$ cat src/rtl/queue_calculator_p.sv
// Queue calculator: a ring-buffer operand store with an ALU that pops from the head and pushes to the back.
// Optional feature: define QCALC_SATURATE_EN to make ADD/SUB/MUL saturate instead of wrapping.
module queue_calculator_p #(
   parameter int WIDTH = 8,
   parameter int DEPTH = 8
) (
   input  logic                       clk,
   input  logic                       rst,
   input  logic [WIDTH-1:0]           in,
   input  logic [2:0]                 op,
   input  logic                       apply,
   output logic                       ready,
   output logic [WIDTH-1:0]           tail,
   output logic [WIDTH-1:0]           head,
   output logic [$clog2(DEPTH+1)-1:0] count,
   output logic                       empty,
   output logic                       full,
   output logic                       valid,
   output logic [1:0]                 err
);

   localparam int PW = $clog2(DEPTH);
   localparam int CW = $clog2(DEPTH + 1);
   localparam int DW = $clog2(WIDTH);

   typedef logic [PW-1:0] ptr_t;

   typedef enum logic [2:0] {
      OP_PUSH = 3'd0,
      OP_POP  = 3'd1,
      OP_ADD  = 3'd2,
      OP_SUB  = 3'd3,
      OP_MUL  = 3'd4,
      OP_DIV  = 3'd5,
      OP_MOD  = 3'd6,
      OP_DUP  = 3'd7
   } op_e;

   typedef enum logic [1:0] {
      ERR_NONE      = 2'd0,
      ERR_UNDERFLOW = 2'd1,
      ERR_OVERFLOW  = 2'd2,
      ERR_DIV_ZERO  = 2'd3
   } err_e;

   typedef enum logic [1:0] {
      S_IDLE   = 2'd0,
      S_DIVIDE = 2'd1,
      S_WRITE  = 2'd2
   } state_e;

   function automatic ptr_t ptr_inc(input ptr_t p);
      return (p == ptr_t'(DEPTH - 1)) ? '0 : p + 1'b1;
   endfunction

   function automatic ptr_t ptr_dec(input ptr_t p);
      return (p == '0) ? ptr_t'(DEPTH - 1) : p - 1'b1;
   endfunction

   logic [WIDTH-1:0] mem [DEPTH];
   ptr_t             rd_ptr, wr_ptr;
   logic [CW-1:0]    count_q;
   err_e             err_q;
   state_e           state, state_next;

   logic [DW-1:0]    div_cnt;
   logic [WIDTH-1:0] div_b, div_quo, div_rem;
   logic             div_is_mod;

   op_e              op_q;
   logic [WIDTH-1:0] a_val, b_val;
   logic [WIDTH-1:0] add_res, sub_res, mul_res;

   logic             push_en;
   logic [1:0]       pop_n;
   logic [WIDTH-1:0] wr_data;
   logic             err_load;
   err_e             err_next;
   logic             div_start;
   logic [CW-1:0]    need;

   logic [WIDTH:0]   div_trial, div_diff;
   logic             div_ge;
   logic [WIDTH-1:0] div_rem_next;

   assign op_q  = op_e'(op);
   assign a_val = mem[rd_ptr];
   assign b_val = mem[ptr_inc(rd_ptr)];

`ifdef QCALC_SATURATE_EN
   logic [WIDTH:0]     sum_w, diff_w;
   logic [2*WIDTH-1:0] prod_w;

   assign sum_w   = {1'b0, a_val} + {1'b0, b_val};
   assign diff_w  = {1'b0, a_val} - {1'b0, b_val};
   assign prod_w  = {{WIDTH{1'b0}}, a_val} * {{WIDTH{1'b0}}, b_val};
   assign add_res = sum_w[WIDTH] ? '1 : sum_w[WIDTH-1:0];
   assign sub_res = diff_w[WIDTH] ? '0 : diff_w[WIDTH-1:0];
   assign mul_res = (|prod_w[2*WIDTH-1:WIDTH]) ? '1 : prod_w[WIDTH-1:0];
`else
   assign add_res = a_val + b_val;
   assign sub_res = a_val - b_val;
   assign mul_res = a_val * b_val;
`endif

   // Restoring step: shift in the next dividend bit, subtract if it fits.
   assign div_trial    = {div_rem, div_quo[WIDTH-1]};
   assign div_diff     = div_trial - {1'b0, div_b};
   assign div_ge       = !div_diff[WIDTH];
   assign div_rem_next = div_ge ? div_diff[WIDTH-1:0] : div_trial[WIDTH-1:0];

   // NOTE: every signal gets a default before the case so no path leaves one unassigned (no latch).
   always_comb begin
      state_next = state;
      push_en    = 1'b0;
      pop_n      = 2'd0;
      wr_data    = in;
      err_load   = 1'b0;
      err_next   = ERR_NONE;
      div_start  = 1'b0;
      need       = '0;
      case (state)
         S_IDLE: begin
            if (apply) begin
               case (op_q)
                  OP_PUSH:        need = '0;
                  OP_POP, OP_DUP: need = CW'(1);
                  default:        need = CW'(2);
               endcase
               err_load = 1'b1;
               if (count_q < need) begin
                  err_next = ERR_UNDERFLOW;
               end else if ((op_q == OP_PUSH || op_q == OP_DUP) && full) begin
                  err_next = ERR_OVERFLOW;
               end else if ((op_q == OP_DIV || op_q == OP_MOD) && b_val == '0) begin
                  err_next = ERR_DIV_ZERO;
               end else begin
                  case (op_q)
                     OP_PUSH: push_en = 1'b1;
                     OP_POP:  pop_n   = 2'd1;
                     OP_DUP: begin
                        push_en = 1'b1;
                        wr_data = a_val;
                     end
                     OP_ADD, OP_SUB, OP_MUL: begin
                        pop_n   = 2'd2;
                        push_en = 1'b1;
                        wr_data = (op_q == OP_ADD) ? add_res :
                                  (op_q == OP_SUB) ? sub_res : mul_res;
                     end
                     default: begin
                        // Status stays frozen until the divider writes back.
                        err_load   = 1'b0;
                        div_start  = 1'b1;
                        state_next = S_DIVIDE;
                     end
                  endcase
               end
            end
         end
         S_DIVIDE: begin
            if (div_cnt == DW'(WIDTH - 1)) state_next = S_WRITE;
         end
         S_WRITE: begin
            pop_n      = 2'd2;
            push_en    = 1'b1;
            wr_data    = div_is_mod ? div_rem : div_quo;
            err_load   = 1'b1;
            state_next = S_IDLE;
         end
         default: state_next = S_IDLE;
      endcase
   end

   // NOTE: sequential state uses non-blocking assignments so all registers update from pre-edge values.
   always_ff @(posedge clk or negedge rst) begin
      if (!rst) state <= S_IDLE;
      else      state <= state_next;
   end

   always_ff @(posedge clk or negedge rst) begin
      if (!rst) begin
         rd_ptr     <= '0;
         wr_ptr     <= '0;
         count_q    <= '0;
         err_q      <= ERR_NONE;
         div_cnt    <= '0;
         div_b      <= '0;
         div_quo    <= '0;
         div_rem    <= '0;
         div_is_mod <= 1'b0;
      end else begin
         if (push_en) wr_ptr <= ptr_inc(wr_ptr);
         case (pop_n)
            2'd1:    rd_ptr <= ptr_inc(rd_ptr);
            2'd2:    rd_ptr <= ptr_inc(ptr_inc(rd_ptr));
            default: rd_ptr <= rd_ptr;
         endcase
         count_q <= count_q + CW'(push_en) - CW'(pop_n);
         if (err_load) err_q <= err_next;
         if (div_start) begin
            div_quo    <= a_val;
            div_rem    <= '0;
            div_b      <= b_val;
            div_is_mod <= (op_q == OP_MOD);
            div_cnt    <= '0;
         end else if (state == S_DIVIDE) begin
            div_quo <= {div_quo[WIDTH-2:0], div_ge};
            div_rem <= div_rem_next;
            div_cnt <= div_cnt + 1'b1;
         end
      end
   end

   // NOTE: storage has no reset; entries are only observable through count, which reset clears.
   always_ff @(posedge clk) begin
      if (push_en) mem[wr_ptr] <= wr_data;
   end

   assign ready = (state == S_IDLE);
   assign count = count_q;
   assign empty = (count_q == '0);
   assign full  = (count_q == CW'(DEPTH));
   assign valid = (err_q == ERR_NONE);
   assign err   = err_q;
   assign head  = empty ? '0 : a_val;
   assign tail  = empty ? '0 : mem[ptr_dec(wr_ptr)];

endmodule
$ cat config.mk
export PLATFORM = sky130hd
export DESIGN_NAME = queue_calculator_p
export DESIGN_NICKNAME = d
export VERILOG_FILES = /design/src/rtl/queue_calculator_p.sv
export SDC_FILE = /design/constraint.sdc
export NUM_CORES = 1
export LEC_CHECK = 0
export ABC_AREA = 1
export BUFFER_PORTS_ARGS = -buffer_cell sky130_fd_sc_hd__buf_2
export CORE_MARGIN = 4
export CORE_UTILIZATION = 40
export CTS_CLUSTER_DIAMETER = 150
export CTS_CLUSTER_SIZE = 10
export DETAILED_ROUTE_END_ITERATION = 7
export GPL_ROUTABILITY_DRIVEN = 0
export SYNTH_ARGS = -nofsm -noshare
export SYNTH_HDL_FRONTEND = slang
export SYNTH_SLANG_ARGS = --single-unit
$ cat constraint.sdc
create_clock -name clk -period 7.2 [get_ports clk]
set_clock_uncertainty 0.2 [all_clocks]
set_input_delay 1.44 -clock clk [delete_from_list [all_inputs] [get_ports clk]]
set_output_delay 1.44 -clock clk [all_outputs]
set_load 0.02 [all_outputs]
# ---- Word-level counts from Yosys, hierarchy flattened
# Memories as Yosys holds them, arrays and structs flattened.
# Cells that the tools add are included.
dict set report word_totals {
  output_inout_bits 26
  regBits 42
  ram_bits 64
  inputBits 14
  word_cells 127
  n_memories 1
}
# name words word_bits read_ports rd_ports_with_merged_regs write_ports line
set mem_list {}
lappend mem_list {mem 8 8 3 0 1 60} ;# logic [WIDTH-1:0] mem [DEPTH];
dict set report op_classes {
  addsub 10
  n_reduce_logical 18
  eq_ne 22
  n_mux 64
  n_mul 1
  n_lt_le_gt_ge 1
}
# cell n
set op_table {}
lappend op_table {{8-bit 2-to-1 mux} 14}
lappend op_table {{8-bit case mux with 2 select lines} 2}
lappend op_table {{2-bit 2-to-1 mux} 15}
lappend op_table {{3-bit == test (second input constant)} 8}
lappend op_table {{1-bit 2-to-1 mux} 18}
lappend op_table {{3-bit 2-to-1 mux} 6}
lappend op_table {{2-bit case mux with 2 select lines} 4}
lappend op_table {{3-bit by 1-bit adder with 3-bit output (second input constant)} 4}
lappend op_table {{2-bit inequality test (second input constant)} 6}
lappend op_table {{9-bit by 8-bit subtractor with 9-bit output} 1}
lappend op_table {{8-bit adder} 1}
lappend op_table {{8-bit zero test} 1}
lappend op_table {{8-bit by 8-bit multiplier with 8-bit output} 1}
lappend op_table {{4-bit 2-to-1 mux} 2}
lappend op_table {{8-bit subtractor} 1}
lappend op_table {{3-bit by 2-bit == test with 1-bit output (second input constant)} 2}
lappend op_table {{3-bit zero test} 2}
lappend op_table {{3-bit case mux with 2 select lines} 1}
lappend op_table {{6-bit AND reduction} 1}
lappend op_table {{6-bit OR reduction} 1}
lappend op_table {{5-bit OR reduction} 1}
lappend op_table {{4-bit by 1-bit adder with 4-bit output} 1}
lappend op_table {{2-bit by 1-bit == test with 1-bit output (second input constant)} 2}
lappend op_table {{2-bit == test (second input constant)} 2}
lappend op_table {{14 further kinds} 19}

# ---- Longest topological paths before layout
# Gate-level depths: netlist of the first run.
# An unclocked memory read counts as a cell.
dict set report logic_depth {
  depth_word 12
  depth_mapped 40
  depth_no_buf 39
}

# ---- Worst setup path before layout of the first run
# Ideal clock, no wire load.
dict set report synth_timing {
  kind {flip-flop to flip-flop}
  start {register rd_ptr[0]}
  end {memory mem[0][7] (data pin)}
  setup_ns 0.284
  t_required_ns 6.716
  synth_period_minus_slack_ns 5.890
  path_stages_with_launch 40
  n_path_buf 3
  slack_ns 1.310
  arrival_ns 5.406
  cell_sequence {dfrtp_1 -> buf_6 -> inv_6 -> buf_2 -> ha_1 -> inv_1 -> buf_2 -> nand3_1 -> nand2_1 -> nand2_1 -> nand2_2 -> ha_1 -> inv_1 -> fa_1 -> inv_1 -> ha_1 -> inv_1 -> fa_1 -> [4 not listed] -> a31oi_1 -> inv_1 -> nand2_1 -> nand2_1 -> inv_2 -> nand2_1 -> nand2_1 -> nand2_1 -> nand2_1 -> nand2_1 -> nand2_1 -> nand2_1 -> nand3_1 -> nand2_1 -> nand2_1 -> nand2_1 -> nand2_1 -> nand2_1}
}
dict set report synth_between {
  elab_chain_cells 12
  elab_cells_between_ends 17
  classes_between {add/sub: 3; mul: 1; eq/ne: 1; mux: 9; reduce/logical: 2; memory: 1}
}
# element line
set synth_rtl {}
lappend synth_rtl {{from (decl)} 61} ;# ptr_t rd_ptr, wr_ptr;
lappend synth_rtl {{from (signal assigned)} 195} ;# 2'd1: rd_ptr <= ptr_inc(rd_ptr);
lappend synth_rtl {{from (signal assigned)} 196} ;# 2'd2: rd_ptr <= ptr_inc(ptr_inc(rd_ptr));
lappend synth_rtl {{from (signal assigned)} 197} ;# default: rd_ptr <= rd_ptr;
lappend synth_rtl {{3-bit by 1-bit adder with 3-bit output or 3-bit == test (tied branches)} 53} ;# return (p == ptr_t'(DEPTH - 1)) ? '0 : p + 1'b1;
lappend synth_rtl {{3-bit 2-to-1 mux (*)} 53}
lappend synth_rtl {{memory read 8 x 8 bit (*)} n/a}
lappend synth_rtl {{net b_val[3]} 71} ;# logic [WIDTH-1:0] a_val, b_val;
lappend synth_rtl {{8-bit by 8-bit multiplier with 8-bit output or 8-bit subtractor (tied branches)} {103, 102}}
lappend synth_rtl {{8-bit 2-to-1 mux} 149} ;# (op_q == OP_SUB) ? sub_res : mul_res;
lappend synth_rtl {{8-bit 2-to-1 mux} 148} ;# wr_data = (op_q == OP_ADD) ? add_res :
lappend synth_rtl {{8-bit case mux with 2 select lines} 138} ;# case (op_q)
lappend synth_rtl {{8-bit 2-to-1 mux (*)} 135} ;# end else if ((op_q == OP_DIV || op_q == OP_MOD) && b_val == '0) begin
lappend synth_rtl {{8-bit 2-to-1 mux (*)} 133} ;# end else if ((op_q == OP_PUSH || op_q == OP_DUP) && full) begin
lappend synth_rtl {{8-bit 2-to-1 mux (*)} 131} ;# if (count_q < need) begin
lappend synth_rtl {{8-bit 2-to-1 mux (*)} 124} ;# if (apply) begin
lappend synth_rtl {{8-bit case mux with 2 select lines (*)} 122} ;# case (state)
lappend synth_rtl {{net wr_data[7]} 76} ;# logic [WIDTH-1:0] wr_data;
lappend synth_rtl {{to (decl)} 60}
# Mark *: on every way through the listed nets, which the timed path passes. The rest lies on a longest branch.

# ---- Final worst setup path of the first run
dict set report layout_timing {
  start {register rd_ptr[0]}
  end {memory mem[2][7] (data pin)}
}
# Same word-level chain as after synthesis.

==> impl_metrics.tcl, run 1 <==
set metrics [dict create \
    outcome "complete, no violations" \
    vias 7660 \
    synth_nets 1197 \
    post-route-drc-count 0 \
    synth-simple-area-share 0.2334 \
    cts_hold_buffers 0 \
    antenna_found_initial 0 \
    synth_top_family_by_area "simple AND/OR/NAND/NOR gates" \
    slowest_delay_ns 0.54 \
    hold_violations 0 \
    holdWs_ns 0.2960 \
    drt-vias-per-instance 5.425 \
    area_delta_synth_final_pct 8.222 \
    final_common_cell "nand2_1" \
    wl_per_cell_um 18.34 \
    postCtsSetupRepairBufs 0 \
    muxShareOfSynthArea 0 \
    synth_area_per_cell_um2 7.739 \
    grt_pass1_vias 7187 \
    grt_max_degree 43 \
    finalSetupViolCount 0 \
    cap_viol_max_count 0 \
    postSynthCellCount 1111 \
    period_minus_slack_ns 6.510 \
    portBuffers 39 \
    yosys_warnings 0 \
    layout_common_cells "251 x nand2_1, 160 x inv_1, 85 x nand3_1, 78 x a21oi_1, 76 x o21ai_0" \
    synth-compound-area-share 0.1762 \
    numClockSinks 106 \
    regArea_um2 2973 \
    first_iter_violations 746 \
    dieHeight_um 154.6 \
    diodes 0 \
    cts_resized 0 \
    multi_input_area_um2 4706 \
    required_ns 7.05 \
    timing.rr.start "rd_ptr[0]" \
    fp.dieW_um 154.6 \
    htree_levels 3 \
    worstSetupStartpoint "rd_ptr[0]" \
    hp-start "div_cnt[0]" \
    post-route-period-util 0.9042 \
    clockRootBuffer "clkbuf_16" \
    drt-pass1-iter-count 6 \
    end_kind "register" \
    synth_edf_count 64 \
    final-max-slew-violation-count 0 \
    num_rows 53 \
    fill_cells 2155 \
    crit_fanout 31 \
    synth_xor_area_frac 0.01834 \
    cp_common_cell "nand2_1" \
    fin_util 0.4413 \
    tightest_slew_ns 1.149 \
    numCtsBuffers 9 \
    slowest_stage "fa_1" \
    core_area_um2 21090 \
    grt.overflow.total 0 \
    final.setup.tns_ns 0 \
    dieArea_um2 23910 \
    synthFlopType "edfxtp_1" \
    dp_hpwl_um 19210 \
    fmax_mhz 153.6 \
    clock_path_buffers 2 \
    max_slew_margin 0.2310 \
    drive_above_1_share 0.1117 \
    grt_pass1_wl_um 40680 \
    clk_pin_slew_ns 0.08 \
    grt_usage 0.2177 \
    synth_area_um2 8598 \
    clock_latency_ns 0.36 \
    hold_path_class "register to register" \
    grt_setup_unrepaired "false" \
    ys_seq_area_frac 0.3458 \
    synthAdderAreaFrac 0.1187 \
    antenna_left 0 \
    ys_ff_latch 106 \
    critPathKind "register to register" \
    crit_path_start_kind "register" \
    synth.distinct_cells 55 \
    ios 40 \
    cts_tree "yes" \
    crit_arrival_ns 6.36 \
    start_util 0.4077 \
    async_flop_share 0.3962 \
    fin_nets 1218 \
    routed_wl_um 25890 \
]
state kept, by name, summed over array words and instances, names as in the netlist:
name and count:
div_b 8, wr_ptr 3, div_is_mod 1, rd_ptr 3
count 4, div_quo 8, div_rem 8, err 2
state 2, mem 64, div_cnt 3
through the flow:
step / setup WS, ns / cells / area [um2]
after floorplan: 1.310 / 1111 / 8598
after global placement: 0.8257 / 1396 / 8985
after detailed placement: 0.7252 / 1396 / 8985
after CTS: 0.6992 / 1412 / 9305
after global routing: 0.2040 / 1412 / 9305
final: 0.6901 / 1412 / 9305
synthesized netlist by cell type, types with 2 or more instances:
cell | n | area [um2]
nand3b_1 | 3 | 22.52
ha_1 | 56 | 700.7
clkbuf_1 | 16 | 60.06
o21ai_1 | 16 | 80.08
a21o_1 | 3 | 22.52
dfrtp_1 | 42 | 1051
a21oi_1 | 78 | 390.4
nand2_1 | 251 | 942.2
clkinv_1 | 5 | 18.77
buf_1 | 3 | 11.26
o21ai_0 | 76 | 380.4
xnor2_1 | 7 | 61.31
fa_1 | 16 | 320.3
o211ai_1 | 22 | 165.2
buf_6 | 9 | 101.4
nor2_1 | 62 | 232.7
buf_4 | 2 | 15.01
a211oi_1 | 11 | 82.58
nor3b_1 | 2 | 15.01
or2_2 | 3 | 18.77
xor2_1 | 11 | 96.34
inv_1 | 160 | 600.6
o21ai_2 | 2 | 17.52
inv_2 | 6 | 22.52
o211ai_2 | 9 | 112.6
edfxtp_1 | 64 | 1922
nor3_1 | 15 | 75.07
o22ai_1 | 6 | 37.54
o21a_1 | 3 | 22.52
o221ai_2 | 4 | 60.06
o221ai_1 | 8 | 70.07
buf_2 | 12 | 60.06
nor2_4 | 4 | 45.04
nand3_1 | 85 | 425.4
nand2_2 | 12 | 75.07
nand3_2 | 5 | 50.05
nand2_4 | 4 | 45.04
worst paths after layout:
kind / to / slack (ns) / cells past startpoint
worst max-delay path: mem[2][7] / 0.69 / 36
worst min-delay path: div_cnt[0] / 0.30 / 1
worst max register to register: mem[2][7] / 0.69 / 36
worst min register to register: div_cnt[0] / 0.30 / 1
max in group asynchronous: wr_ptr[0] / 5.13 / 1
min in group asynchronous: div_b[5] / 1.03 / 1
area by class of cell:
cell class              count  area share
clock buffers              13     0.03160
repair buffers             53     0.03227
inverters                 174     0.07113
well taps                 275     0.03698
flip-flops and latches    106      0.3195
multi-input cells         788      0.5057
clock inverters             3    0.002824
kinds of logic after synthesis:
group / after synthesis
and+or+nand+nor: 451
xor gates and xnor gates: 18
adders and majority gates: 72
buffers and inverters: 217
AOI/OAI and AO/OA: 247
DFF: 106
worst max-delay path, delay by kind of cell, from the launching register on:
kind,cells,cell delay [ns]
compound gates,3,0.49
flops,1,0.49
buf+inv,4,0.21
simple gates,21,1.95
fa+ha+maj,8,2.84
metal layers:
layer	vias up	global-route usage	wire length, um
li1	3744	-	-
met1	3530	0.3122	11530
met2	333	0.3297	11330
met3	53	0.03470	2196
met4	0	0.08537	835
met5	-	0	0
Power of run 1 is not shown: default switching activity piles up to over one toggle a cycle in this logic, so the estimate is an artifact.
==> inputs of run 2 (changes only) <==
Settings changed: CORE_UTILIZATION 40 to 30.
==> impl_metrics.tcl, run 2 (synthesized netlist as in run 1, its figures left out) <==
set metrics [dict create \
    outcome "complete, no violations" \
    layout_common_cells "251 x nand2_1, 160 x inv_1, 85 x nand3_1, 78 x a21oi_1, 76 x o21ai_0" \
    fp.dieW_um 177.3 \
    period_minus_slack_ns 6.583 \
    hold_path_class "register to register" \
    tightest_slew_ns 1.201 \
    clk_pin_slew_ns 0.07 \
    dieArea_um2 31430 \
    clock_path_buffers 2 \
    hold_violations 0 \
    grt_setup_unrepaired "false" \
    dieHeight_um 177.3 \
    drive_above_1_share 0.1134 \
    final_common_cell "nand2_1" \
    area_delta_synth_final_pct 9.750 \
    crit_arrival_ns 6.45 \
    crit_fanout 31 \
    final.setup.tns_ns 0 \
    slowest_stage "fa_1" \
    final.setup.worst_slack_ns 0.6174 \
    post-route-drc-count 0 \
    critPathKind "register to register" \
    cap_viol_max_count 0 \
    start_util 0.3070 \
    drt-vias-per-instance 5.088 \
    fin_nets 1219 \
    clock_latency_ns 0.36 \
    htree_levels 3 \
    fmax_mhz 151.9 \
    finalSetupViolCount 0 \
    portBuffers 39 \
    worst-path-buf-inv 5 \
    cp_common_cell "nand2_1" \
    first_iter_violations 718 \
    drt-pass1-iter-count 5 \
    antenna_found_initial 0 \
    numClockSinks 106 \
    largest_reg_flops 64 \
    wl_per_cell_um 17.50 \
    max_slew_margin 0.1933 \
    num_rows 61 \
    grt_max_degree 43 \
    grt_usage 0.1700 \
    antenna_left 0 \
    numCtsBuffers 9 \
    slowest_delay_ns 0.55 \
    cts_hold_buffers 0 \
    fill_cells 2946 \
    diodes 0 \
    pre_cts_ws_ns 0.6302 \
    final-max-slew-violation-count 0 \
    top_register "mem" \
    path_delay_family "adder cells" \
    vias 7713 \
    dp_hpwl_um 19750 \
    ios 40 \
    grt.overflow.total 0 \
    grt_pass1_vias 7327 \
    routed_wl_um 26520 \
    post-route-period-util 0.9143 \
    cts_tree "yes" \
    crit_path_start_kind "register" \
    end_kind "register" \
    core_area_um2 28010 \
    cts_resized 0 \
    clockRootBuffer "clkbuf_16" \
    required_ns 7.06 \
    postCtsSetupRepairBufs 0 \
    holdWs_ns 0.2940 \
    grt_pass1_wl_um 41380 \
]
[run 2: path summary, 6_finish.rpt]
check	from	slack, ns	to	cells past startpoint
setup / recovery	rd_ptr[1]	0.62	mem[1][7]	36
hold / removal	div_cnt[0]	0.29	div_cnt[0]	1
setup reg to reg	rd_ptr[1]	0.62	mem[1][7]	36
hold reg to reg	div_cnt[0]	0.29	div_cnt[0]	1
max in group asynchronous	rst	5.09	count[0]	1
min in group asynchronous	rst	1.04	div_b[5]	1
[run 2: cell type report]
cell class / instances / area, um2 / share of cell area
Clock buffer: 11 / 242.7 / 0.02572
Clock inverter: 5 / 62.56 / 0.006630
Inverter: 174 / 661.9 / 0.07014
Multi-Input combinational cell: 788 / 4716 / 0.4997
Sequential cell: 106 / 2973 / 0.3150
Tap cell: 378 / 473.0 / 0.05012
Timing Repair Buffer: 54 / 307.8 / 0.03262
[run 2: stage by stage]
stage,util,cell area (um2),std cells
after detailed placement,0.3260,9131,1500
after global routing,0.3369,9437,1516
after global placement,0.3260,9131,1500
final,0.3369,9437,1516
after CTS,0.3369,9437,1516
after floorplan,-,8598,1111
[run 2: layer usage]
metal	vias up	routed length, um	global-route usage	share of wire
met2	298	12230	0.2765	0.46
met5	-	0	0	0
met3	52	1795	0.02791	0.068
li1	3765	-	-	-
met4	0	763	0.05672	0.029
met1	3598	11740	0.2310	0.44
[run 2: worst register-to-register path: cells and delay by family (launching register included)]
family | cells | cell delay, ns
adder cells (fa/ha/maj) | 8 | 2.88
AND/OR/NAND/NOR | 20 | 1.94
flip-flops | 1 | 0.54
AO/OA/AOI/OAI | 3 | 0.49
buffers and inverters | 5 | 0.24
Power of run 2 is left out for the same reason.
